===== src/rtl/control_pkg.sv =====
// control_pkg
//   Shared definitions for the multicycle controller: FSM state encoding,
//   opcode/funct constants, ALU_Control encodings, datapath mux select
//   encodings and the bundle of registered control outputs.
//   Build option: define CONTROL_UNIT_EXCEPTIONS_EN to add the EXC state
//   and the EPCWrite control.
package control_pkg;

  // Opcodes (instruction bits [31:26])
  localparam logic [5:0] OP_RTYPE = 6'h00;
  localparam logic [5:0] OP_ADDI  = 6'h08;
  localparam logic [5:0] OP_LW    = 6'h23;
  localparam logic [5:0] OP_SW    = 6'h2B;
  localparam logic [5:0] OP_BEQ   = 6'h04;
  localparam logic [5:0] OP_BNE   = 6'h05;
  localparam logic [5:0] OP_J     = 6'h02;

  // R-type function codes (instruction bits [5:0])
  localparam logic [5:0] FN_ADD = 6'h20;
  localparam logic [5:0] FN_SUB = 6'h22;
  localparam logic [5:0] FN_AND = 6'h24;

  // ALU_Control encodings
  localparam logic [2:0] ALU_PASS_A = 3'b000;
  localparam logic [2:0] ALU_ADD    = 3'b001;
  localparam logic [2:0] ALU_SUB    = 3'b010;
  localparam logic [2:0] ALU_AND    = 3'b011;
  localparam logic [2:0] ALU_CMP    = 3'b111;

  // ALUSrcB encodings
  localparam logic [1:0] SRCB_B       = 2'b00;
  localparam logic [1:0] SRCB_FOUR    = 2'b01;
  localparam logic [1:0] SRCB_IMM     = 2'b10;
  localparam logic [1:0] SRCB_IMM_SH2 = 2'b11;

  // PCSource encodings
  localparam logic [1:0] PCSRC_ALU    = 2'b00;
  localparam logic [1:0] PCSRC_ALUOUT = 2'b01;
`ifdef CONTROL_UNIT_EXCEPTIONS_EN
  localparam logic [1:0] PCSRC_EXC    = 2'b10;
`endif
  localparam logic [1:0] PCSRC_JUMP   = 2'b11;

  // RegDst / DataSrc encodings
  localparam logic [1:0] REGDST_RT      = 2'b00;
  localparam logic [1:0] REGDST_RD      = 2'b01;
  localparam logic [1:0] DATASRC_ALUOUT = 2'b00;
  localparam logic [1:0] DATASRC_MEM    = 2'b01;

  typedef enum logic [3:0] {
    ST_RST,
    ST_FETCH,
    ST_DECODE,
    ST_EXEC_R,
    ST_EXEC_I,
    ST_WB_R,
    ST_WB_I,
    ST_ADDR,
    ST_MEM_RD,
    ST_WB_LW,
    ST_MEM_WR,
    ST_BRANCH,
    ST_JUMP
`ifdef CONTROL_UNIT_EXCEPTIONS_EN
    , ST_EXC
`endif
  } state_e;

  typedef enum logic [2:0] {
    CLS_R,
    CLS_ADDI,
    CLS_LW,
    CLS_SW,
    CLS_BEQ,
    CLS_BNE,
    CLS_J,
    CLS_INVALID
  } instr_class_e;

  typedef struct packed {
    logic       pc_write;
    logic       mem_write;
    logic       ir_write;
    logic       reg_write;
    logic       ab_write;
    logic       alu_out_write;
`ifdef CONTROL_UNIT_EXCEPTIONS_EN
    logic       epc_write;
`endif
    logic       iord;
    logic       alu_src_a;
    logic [1:0] alu_src_b;
    logic [1:0] pc_source;
    logic [1:0] reg_dst;
    logic [1:0] data_src;
    logic [2:0] alu_ctrl;
  } ctrl_t;

  // Moore output decode for one state. fetch_last marks the final FETCH
  // cycle; r_op is the ALU op picked from FUNCT for EXEC_R. PCWrite in
  // BRANCH depends on EQ and is added outside this function.
  function automatic ctrl_t ctrl_for(input state_e st, input logic fetch_last,
                                     input logic [2:0] r_op);
    ctrl_t c;
    c = '0;
    // Idle selects sit at their all-zero encodings so RST drives all zeros.
    c.alu_src_b = SRCB_B;
    c.pc_source = PCSRC_ALU;
    c.reg_dst   = REGDST_RT;
    c.data_src  = DATASRC_ALUOUT;
    c.alu_ctrl  = ALU_PASS_A;
    case (st)
      ST_FETCH: begin
        c.alu_src_b = SRCB_FOUR;
        c.alu_ctrl  = ALU_ADD;
        if (fetch_last) begin
          c.ir_write  = 1'b1;
          c.pc_write  = 1'b1;
          c.pc_source = PCSRC_ALU;
        end
      end
      ST_DECODE: begin
        c.ab_write      = 1'b1;
        c.alu_out_write = 1'b1;
        c.alu_src_b     = SRCB_IMM_SH2;
        c.alu_ctrl      = ALU_ADD;
      end
      ST_EXEC_R: begin
        c.alu_src_a     = 1'b1;
        c.alu_src_b     = SRCB_B;
        c.alu_ctrl      = r_op;
        c.alu_out_write = 1'b1;
      end
      ST_EXEC_I, ST_ADDR: begin
        c.alu_src_a     = 1'b1;
        c.alu_src_b     = SRCB_IMM;
        c.alu_ctrl      = ALU_ADD;
        c.alu_out_write = 1'b1;
      end
      ST_WB_R: begin
        c.reg_write = 1'b1;
        c.reg_dst   = REGDST_RD;
        c.data_src  = DATASRC_ALUOUT;
      end
      ST_WB_I: begin
        c.reg_write = 1'b1;
        c.reg_dst   = REGDST_RT;
        c.data_src  = DATASRC_ALUOUT;
      end
      ST_MEM_RD: c.iord = 1'b1;
      ST_WB_LW: begin
        c.reg_write = 1'b1;
        c.reg_dst   = REGDST_RT;
        c.data_src  = DATASRC_MEM;
      end
      ST_MEM_WR: begin
        c.iord      = 1'b1;
        c.mem_write = 1'b1;
      end
      ST_BRANCH: begin
        c.alu_src_a = 1'b1;
        c.alu_src_b = SRCB_B;
        c.alu_ctrl  = ALU_CMP;
        c.pc_source = PCSRC_ALUOUT;
      end
      ST_JUMP: begin
        c.pc_source = PCSRC_JUMP;
        c.pc_write  = 1'b1;
      end
`ifdef CONTROL_UNIT_EXCEPTIONS_EN
      ST_EXC: begin
        c.alu_src_b = SRCB_FOUR;
        c.alu_ctrl  = ALU_SUB;
        c.epc_write = 1'b1;
        c.pc_source = PCSRC_EXC;
        c.pc_write  = 1'b1;
      end
`endif
      default: ;
    endcase
    return c;
  endfunction

endpackage


===== src/rtl/control_decoder.sv =====
// control_decoder
//   Combinational instruction classifier for the controller.
//   Ports:
//     opcode   in  6  instruction bits [31:26]
//     funct    in  6  instruction bits [5:0]
//     cls      out    instruction class (CLS_INVALID for unknown op/funct)
//     r_alu_op out 3  ALU_Control for the EXEC_R state
//     ovf_chk  out 1  instruction traps on signed overflow (add, sub, addi)
module control_decoder
  import control_pkg::*;
(
  input  logic [5:0]   opcode,
  input  logic [5:0]   funct,
  output instr_class_e cls,
  output logic [2:0]   r_alu_op,
  output logic         ovf_chk
);

  always_comb begin
    cls      = CLS_INVALID;
    r_alu_op = ALU_ADD;
    ovf_chk  = 1'b0;
    case (opcode)
      OP_RTYPE: begin
        case (funct)
          FN_ADD: begin
            cls      = CLS_R;
            r_alu_op = ALU_ADD;
            ovf_chk  = 1'b1;
          end
          FN_SUB: begin
            cls      = CLS_R;
            r_alu_op = ALU_SUB;
            ovf_chk  = 1'b1;
          end
          FN_AND: begin
            cls      = CLS_R;
            r_alu_op = ALU_AND;
          end
          default: cls = CLS_INVALID;
        endcase
      end
      OP_ADDI: begin
        cls     = CLS_ADDI;
        ovf_chk = 1'b1;
      end
      OP_LW:   cls = CLS_LW;
      OP_SW:   cls = CLS_SW;
      OP_BEQ:  cls = CLS_BEQ;
      OP_BNE:  cls = CLS_BNE;
      OP_J:    cls = CLS_J;
      default: cls = CLS_INVALID;
    endcase
  end

endmodule


===== src/rtl/control_unit.sv =====
// control_unit
//   Multicycle FSM controller driving the datapath write enables, mux
//   selects and ALU op, one state per cycle. Outputs are registered from
//   the next state; PCWrite additionally takes the EQ flag in BRANCH.
//   Build option: CONTROL_UNIT_EXCEPTIONS_EN adds the EXC state (overflow
//   trap, invalid opcode) and EPCWrite; without it EPCWrite is 0,
//   overflow is ignored and invalid opcodes act as NOPs.
//   Parameters: MEM_WAIT (1..7) memory latency in cycles; EXC_VECTOR, the
//   PC loaded on an exception (consumed by the datapath PC mux).
//   Ports:
//     clock, reset (sync, active-low)
//     OPCODE, FUNCT          decoded instruction fields
//     overflow, ZR, EQ       ALU flags
//     PCWrite, MemWrite, IRWrite, RegWrite, ABWrite, ALUOutWrite, EPCWrite
//     IorD, ALUSrcA, ALUSrcB, PCSource, RegDst, DataSrc, ALU_Control
module control_unit
  import control_pkg::*;
#(
  parameter int          MEM_WAIT   = 2,
  parameter logic [31:0] EXC_VECTOR = 32'h000000FF
) (
  input  logic       clock,
  input  logic       reset,
  input  logic [5:0] OPCODE,
  input  logic [5:0] FUNCT,
  input  logic       overflow,
  input  logic       ZR,
  input  logic       EQ,
  output logic       PCWrite,
  output logic       MemWrite,
  output logic       IRWrite,
  output logic       RegWrite,
  output logic       ABWrite,
  output logic       ALUOutWrite,
  output logic       EPCWrite,
  output logic       IorD,
  output logic       ALUSrcA,
  output logic [1:0] ALUSrcB,
  output logic [1:0] PCSource,
  output logic [1:0] RegDst,
  output logic [1:0] DataSrc,
  output logic [2:0] ALU_Control
);

  localparam logic [2:0] LAST_CNT = 3'(MEM_WAIT - 1);

  state_e       state, state_nxt;
  logic [2:0]   wait_cnt, wait_cnt_nxt;
  ctrl_t        ctrl_q, ctrl_nxt;
  instr_class_e cls;
  logic [2:0]   r_alu_op;
  logic         ovf_chk;
  logic         wait_done;
  logic         br_take;
  logic         unused_ok;

  control_decoder u_decoder (
    .opcode   (OPCODE),
    .funct    (FUNCT),
    .cls      (cls),
    .r_alu_op (r_alu_op),
    .ovf_chk  (ovf_chk)
  );

  assign wait_done = (wait_cnt == LAST_CNT);

  always_comb begin
    state_nxt = state;
    case (state)
      ST_RST:    state_nxt = ST_FETCH;
      ST_FETCH:  state_nxt = wait_done ? ST_DECODE : ST_FETCH;
      ST_DECODE: begin
        case (cls)
          CLS_R:            state_nxt = ST_EXEC_R;
          CLS_ADDI:         state_nxt = ST_EXEC_I;
          CLS_LW, CLS_SW:   state_nxt = ST_ADDR;
          CLS_BEQ, CLS_BNE: state_nxt = ST_BRANCH;
          CLS_J:            state_nxt = ST_JUMP;
`ifdef CONTROL_UNIT_EXCEPTIONS_EN
          default:          state_nxt = ST_EXC;
`else
          default:          state_nxt = ST_FETCH;
`endif
        endcase
      end
`ifdef CONTROL_UNIT_EXCEPTIONS_EN
      // 'and' never traps, so overflow only counts when ovf_chk is set.
      ST_EXEC_R: state_nxt = (overflow && ovf_chk) ? ST_EXC : ST_WB_R;
      ST_EXEC_I: state_nxt = overflow ? ST_EXC : ST_WB_I;
`else
      ST_EXEC_R: state_nxt = ST_WB_R;
      ST_EXEC_I: state_nxt = ST_WB_I;
`endif
      ST_ADDR:   state_nxt = (cls == CLS_LW) ? ST_MEM_RD : ST_MEM_WR;
      ST_MEM_RD: state_nxt = wait_done ? ST_WB_LW : ST_MEM_RD;
      default:   state_nxt = ST_FETCH;
    endcase
  end

  // The counter only advances while a wait state repeats, so any entry
  // into FETCH or MEM_RD starts from 0 and it stops at LAST_CNT.
  always_comb begin
    wait_cnt_nxt = 3'd0;
    if (state_nxt == state && (state == ST_FETCH || state == ST_MEM_RD))
      wait_cnt_nxt = wait_cnt + 3'd1;
  end

  assign ctrl_nxt = ctrl_for(state_nxt, (wait_cnt_nxt == LAST_CNT), r_alu_op);

  always_ff @(posedge clock) begin
    if (!reset) begin
      state    <= ST_RST;
      wait_cnt <= 3'd0;
      ctrl_q   <= '0;
    end else begin
      state    <= state_nxt;
      wait_cnt <= wait_cnt_nxt;
      ctrl_q   <= ctrl_nxt;
    end
  end

  // Branch decision uses the live EQ flag, so it cannot be registered.
  assign br_take = (state == ST_BRANCH) && ((cls == CLS_BEQ) ? EQ : !EQ);

  assign PCWrite     = ctrl_q.pc_write | br_take;
  assign MemWrite    = ctrl_q.mem_write;
  assign IRWrite     = ctrl_q.ir_write;
  assign RegWrite    = ctrl_q.reg_write;
  assign ABWrite     = ctrl_q.ab_write;
  assign ALUOutWrite = ctrl_q.alu_out_write;
`ifdef CONTROL_UNIT_EXCEPTIONS_EN
  assign EPCWrite    = ctrl_q.epc_write;
`else
  assign EPCWrite    = 1'b0;
`endif
  assign IorD        = ctrl_q.iord;
  assign ALUSrcA     = ctrl_q.alu_src_a;
  assign ALUSrcB     = ctrl_q.alu_src_b;
  assign PCSource    = ctrl_q.pc_source;
  assign RegDst      = ctrl_q.reg_dst;
  assign DataSrc     = ctrl_q.data_src;
  assign ALU_Control = ctrl_q.alu_ctrl;

  // ZR has no consumer here; EXC_VECTOR is applied by the datapath PC mux
  // and is kept on this block so both share one parameterisation.
  assign unused_ok = ^{ZR, overflow, ovf_chk, EXC_VECTOR};

endmodule


===== config.mk =====
export PLATFORM = sky130hd
export DESIGN_NAME = control_unit
export DESIGN_NICKNAME = d
export VERILOG_FILES = /design/src/rtl/control_pkg.sv /design/src/rtl/control_decoder.sv /design/src/rtl/control_unit.sv
export SDC_FILE = /design/constraint.sdc
export NUM_CORES = 1
export LEC_CHECK = 0
export CORE_UTILIZATION = 45
export CTS_CLUSTER_SIZE = 8
export DETAILED_ROUTE_END_ITERATION = 7
export GPL_TIMING_DRIVEN = 0
export PLACE_DENSITY = 0.75
export SLEW_MARGIN = 25
export SYNTH_ARGS = -nofsm -noshare
export SYNTH_HDL_FRONTEND = slang
export SYNTH_HIERARCHICAL = 1
export SYNTH_SLANG_ARGS = --single-unit

===== constraint.sdc =====
create_clock -name clock -period 8.8 [get_ports clock]
set_input_delay 1.76 -clock clock [delete_from_list [all_inputs] [get_ports clock]]
set_output_delay 1.76 -clock clock [all_outputs]
set_load 0.005 [all_outputs]

==> results by group <==
STA
  • Slew of the pin with the lowest slew margin: 875.2 ps
  • Slew Viols, Final: 0
  • Fin crit share: 0.7526
  • Final min period: 6622 ps
  • Hold Vio Cnt, Final: 0
  • Maximum clock rate: 0.1510 GHz
  • Hold slack: just under 500 ps
  • Final setup viols: 0
  • RSZ-0062 raised after global routing: false
  • Setup_tns: 0 ps
  • Final Skew: 2.592 ps
  • Slew margin rel.: 0.4115

Worst setup path
  • WP buf/inv: 2
  • R2R Setup Slk: 6920 ps
  • Critical Path RT: ~7000 ps
  • Crit path DAT: 4860 ps
  • Crit end category: primary output
  • Delay-heaviest family, CP: simple AND/OR/NAND/NOR gates
  • Slowest stage delay, CP: about 570 ps
  • Origin of the critical flop-to-flop path: wait_cnt[0]$_SDFF_PN0_
  • CP cell instances: clkdlybuf4s50_1 > or4b_4 > o211ai_1 > nand4b_1 > or3_2 > xnor2_1 > o41ai_1 > clkdlybuf4s50_1
  • Slowest CP cell: or3_2
  • FF-to-FF path depth: 7
  • Critical path's most frequent cell: clkdlybuf4s50_1
  • Worst setup path category: primary input to primary output
  • CP startpoint kind: primary input
  • Worst Path Max Fanout: 9
  • Reg-to-reg endpoint: ctrl_q[18]$_SDFF_PN0_

Cells and area
  • Layout cells sized above 1: 0.2000
  • Fillers: 299
  • Post-route insts no fill: 249
  • # diodes: 0
  • Core Util, Final: 0.6165
  • Area Growth Syn to Fin: 27.20%
  • Final net count: 227
  • Design Area, Final: 1913 sq um

Detailed routing
  • Wire length per cell: about 12 um
  • Vias: approximately 1,300
  • Iter 0 DRT Violations: 36
  • Final wirelength: 2986 um
  • Residual DRC: 0
  • Avg Vias per Cell: 5.197
  • DRT Pass-1 Iters: 6
  • Detail Route Antenna Nets: 0

Placement
  • Placed insts: 245
  • Buffers added on ports: 31
  • Post-DP HPWL: 2475 um
  • Placed cell areas: roughly 1900 sq um
  • Final Wtd Congestion: between 0.8 and 0.9

Clock network
  • CTS HTree Levels: 1
  • Total setup buffers inserted after CTS: 0
  • Worst skew pair latency: 300 ps
  • Root buf cell: clkbuf_4
  • Post-CTS sizing: 0
  • CTS tree: built
  • CTS Buffer Depth: 2
  • Num CTS Buffers: 3
  • Clock sink count: 24
  • Reg clk slew, reported paths: 120 ps
  • CTS Hold Bufs: 0

Job
  • Max Cap Viol: 0

Synthesis
  • Ys Warns: 6
  • Syn Inst Count: 168
  • Avg Synthesized Cell Area: 8.952 sq um
  • Synthesized cell area: 1504 sq um

Global routing
  • Initial antenna violation count: 0
  • Vias in the first global route: 1,179
  • Gr usage total: 0.1770
  • First-pass GRT wire length: between 4000 and 5000 um
  • Grt total ovfl: 0
  • Largest net degree at the start of global routing: 14

Floorplanning
  • Io pins: 37
  • Core area: 3103 sq um
  • Row count: 20
  • Initial Utilization: 0.4847
  • Die Y: 59.81 um
  • DIE AREA: 3577 sq um
  • Die width: ~60 um

Pwr
  • Int Power: 166.2 uW
  • IR drop worst, VDD: 62.82 uV
  • Net load switching power: 55.76 uW
  • Switching Share: 0.2512
  • Leak Pwr: approximately 0.00076 uW
  • Logic gate share of total power: 0.232
  • Power Dens Cells: 116.0 nW/um^2
  • Clock Power Share: 0.249
  • Sequential share of power: 0.518

Hold path
  • Worst hold start: wait_cnt[0]$_SDFF_PN0_
  • Worst Hold Class: flop to flop
  • Hold Path Stages: 1
  • Hold Path End: wait_cnt[0]$_SDFF_PN0_

Run status
  • Status: completed
-- metrics by stage --
stage / power (uW) / setup slack, ps
4_1_cts: 222.4 / 2174
5_1_grt: 232.1 / 2060
6_report: 222.0 / 2178
2_1_floorplan: 148.3 / 3313
3_5_place_dp: 168.9 / 2192
3_3_place_gp: 166.6 / 2232
-- worst register-to-register path: cells and delay by family, from the launching register on --
kind                     cells  cell delay (ps)
AND/OR/NAND/NOR              6             1270
flip-flops                   1              380
adder cells (fa/ha/maj)      1              180
-- worst max-delay path by stage --
| stage | to | cells past startpoint | slack (ps) | from |
|---|---|---|---|---|
| floorplan | PCWrite | 6 | 3310 | FUNCT[0] |
| global placement | PCWrite | 8 | 2230 | FUNCT[0] |
| detailed placement | PCWrite | 8 | 2190 | FUNCT[0] |
| CTS | PCWrite | 8 | 2170 | FUNCT[0] |
| global route | PCWrite | 8 | 2060 | OPCODE[5] |
| finish | PCWrite | 8 | 2180 | FUNCT[0] |
-- layout by cell type (no fill, tap or decap), drive strengths merged, types with 6 or more instances in the layout --
master and count:
clkbuf 7, nor3 6, and2 6, a21oi 7
dfxtp 24, clkdlybuf4s50 31, buf 13, inv 12
nor2 19, nand2 9, o21ai 6
-- power groups by stage --
stage / logic (uW) / clock network, uW / registers [uW]
2_1_floorplan: 31.0 / 0 / 117
3_3_place_gp: 49.3 / 0 / 117
3_5_place_dp: 51.2 / 0 / 118
4_1_cts: 51.4 / 55.8 / 115
5_1_grt: 56.1 / 60.2 / 116
6_report: 51.6 / 55.3 / 115
-- state kept, by name (all words and copies together) (netlist names) --
name	flops
ABWrite	1
ALUSrcA	1
MemWrite	1
state	4
IRWrite	1
DataSrc	1
ALUOutWrite	1
wait_cnt	3
ctrl_q	1
PCSource	2
IorD	1
RegDst	1
RegWrite	1
ALU_Control	3
ALUSrcB	2
-- area by class of cell --
type	instances	area, sq um	area share
multi-input combinational	118	847.1	0.4428
sequential	24	480.5	0.2511
tap	44	55.05	0.02878
timing repair buffer	31	310.3	0.1622
buffer	16	138.9	0.07260
clock buffer	4	36.28	0.01897
inverter	12	45.04	0.02354
-- layer usage --
layer  vias up  GRT usage  part of all wire
met3         8    0.01082             0.034
met2        38     0.3222              0.50
met1       596     0.2072              0.44
li1        652          -                 -
met5         -          0                 0
met4         0    0.08970             0.026
No activity file was read; power rests on OpenSTA's default activity.
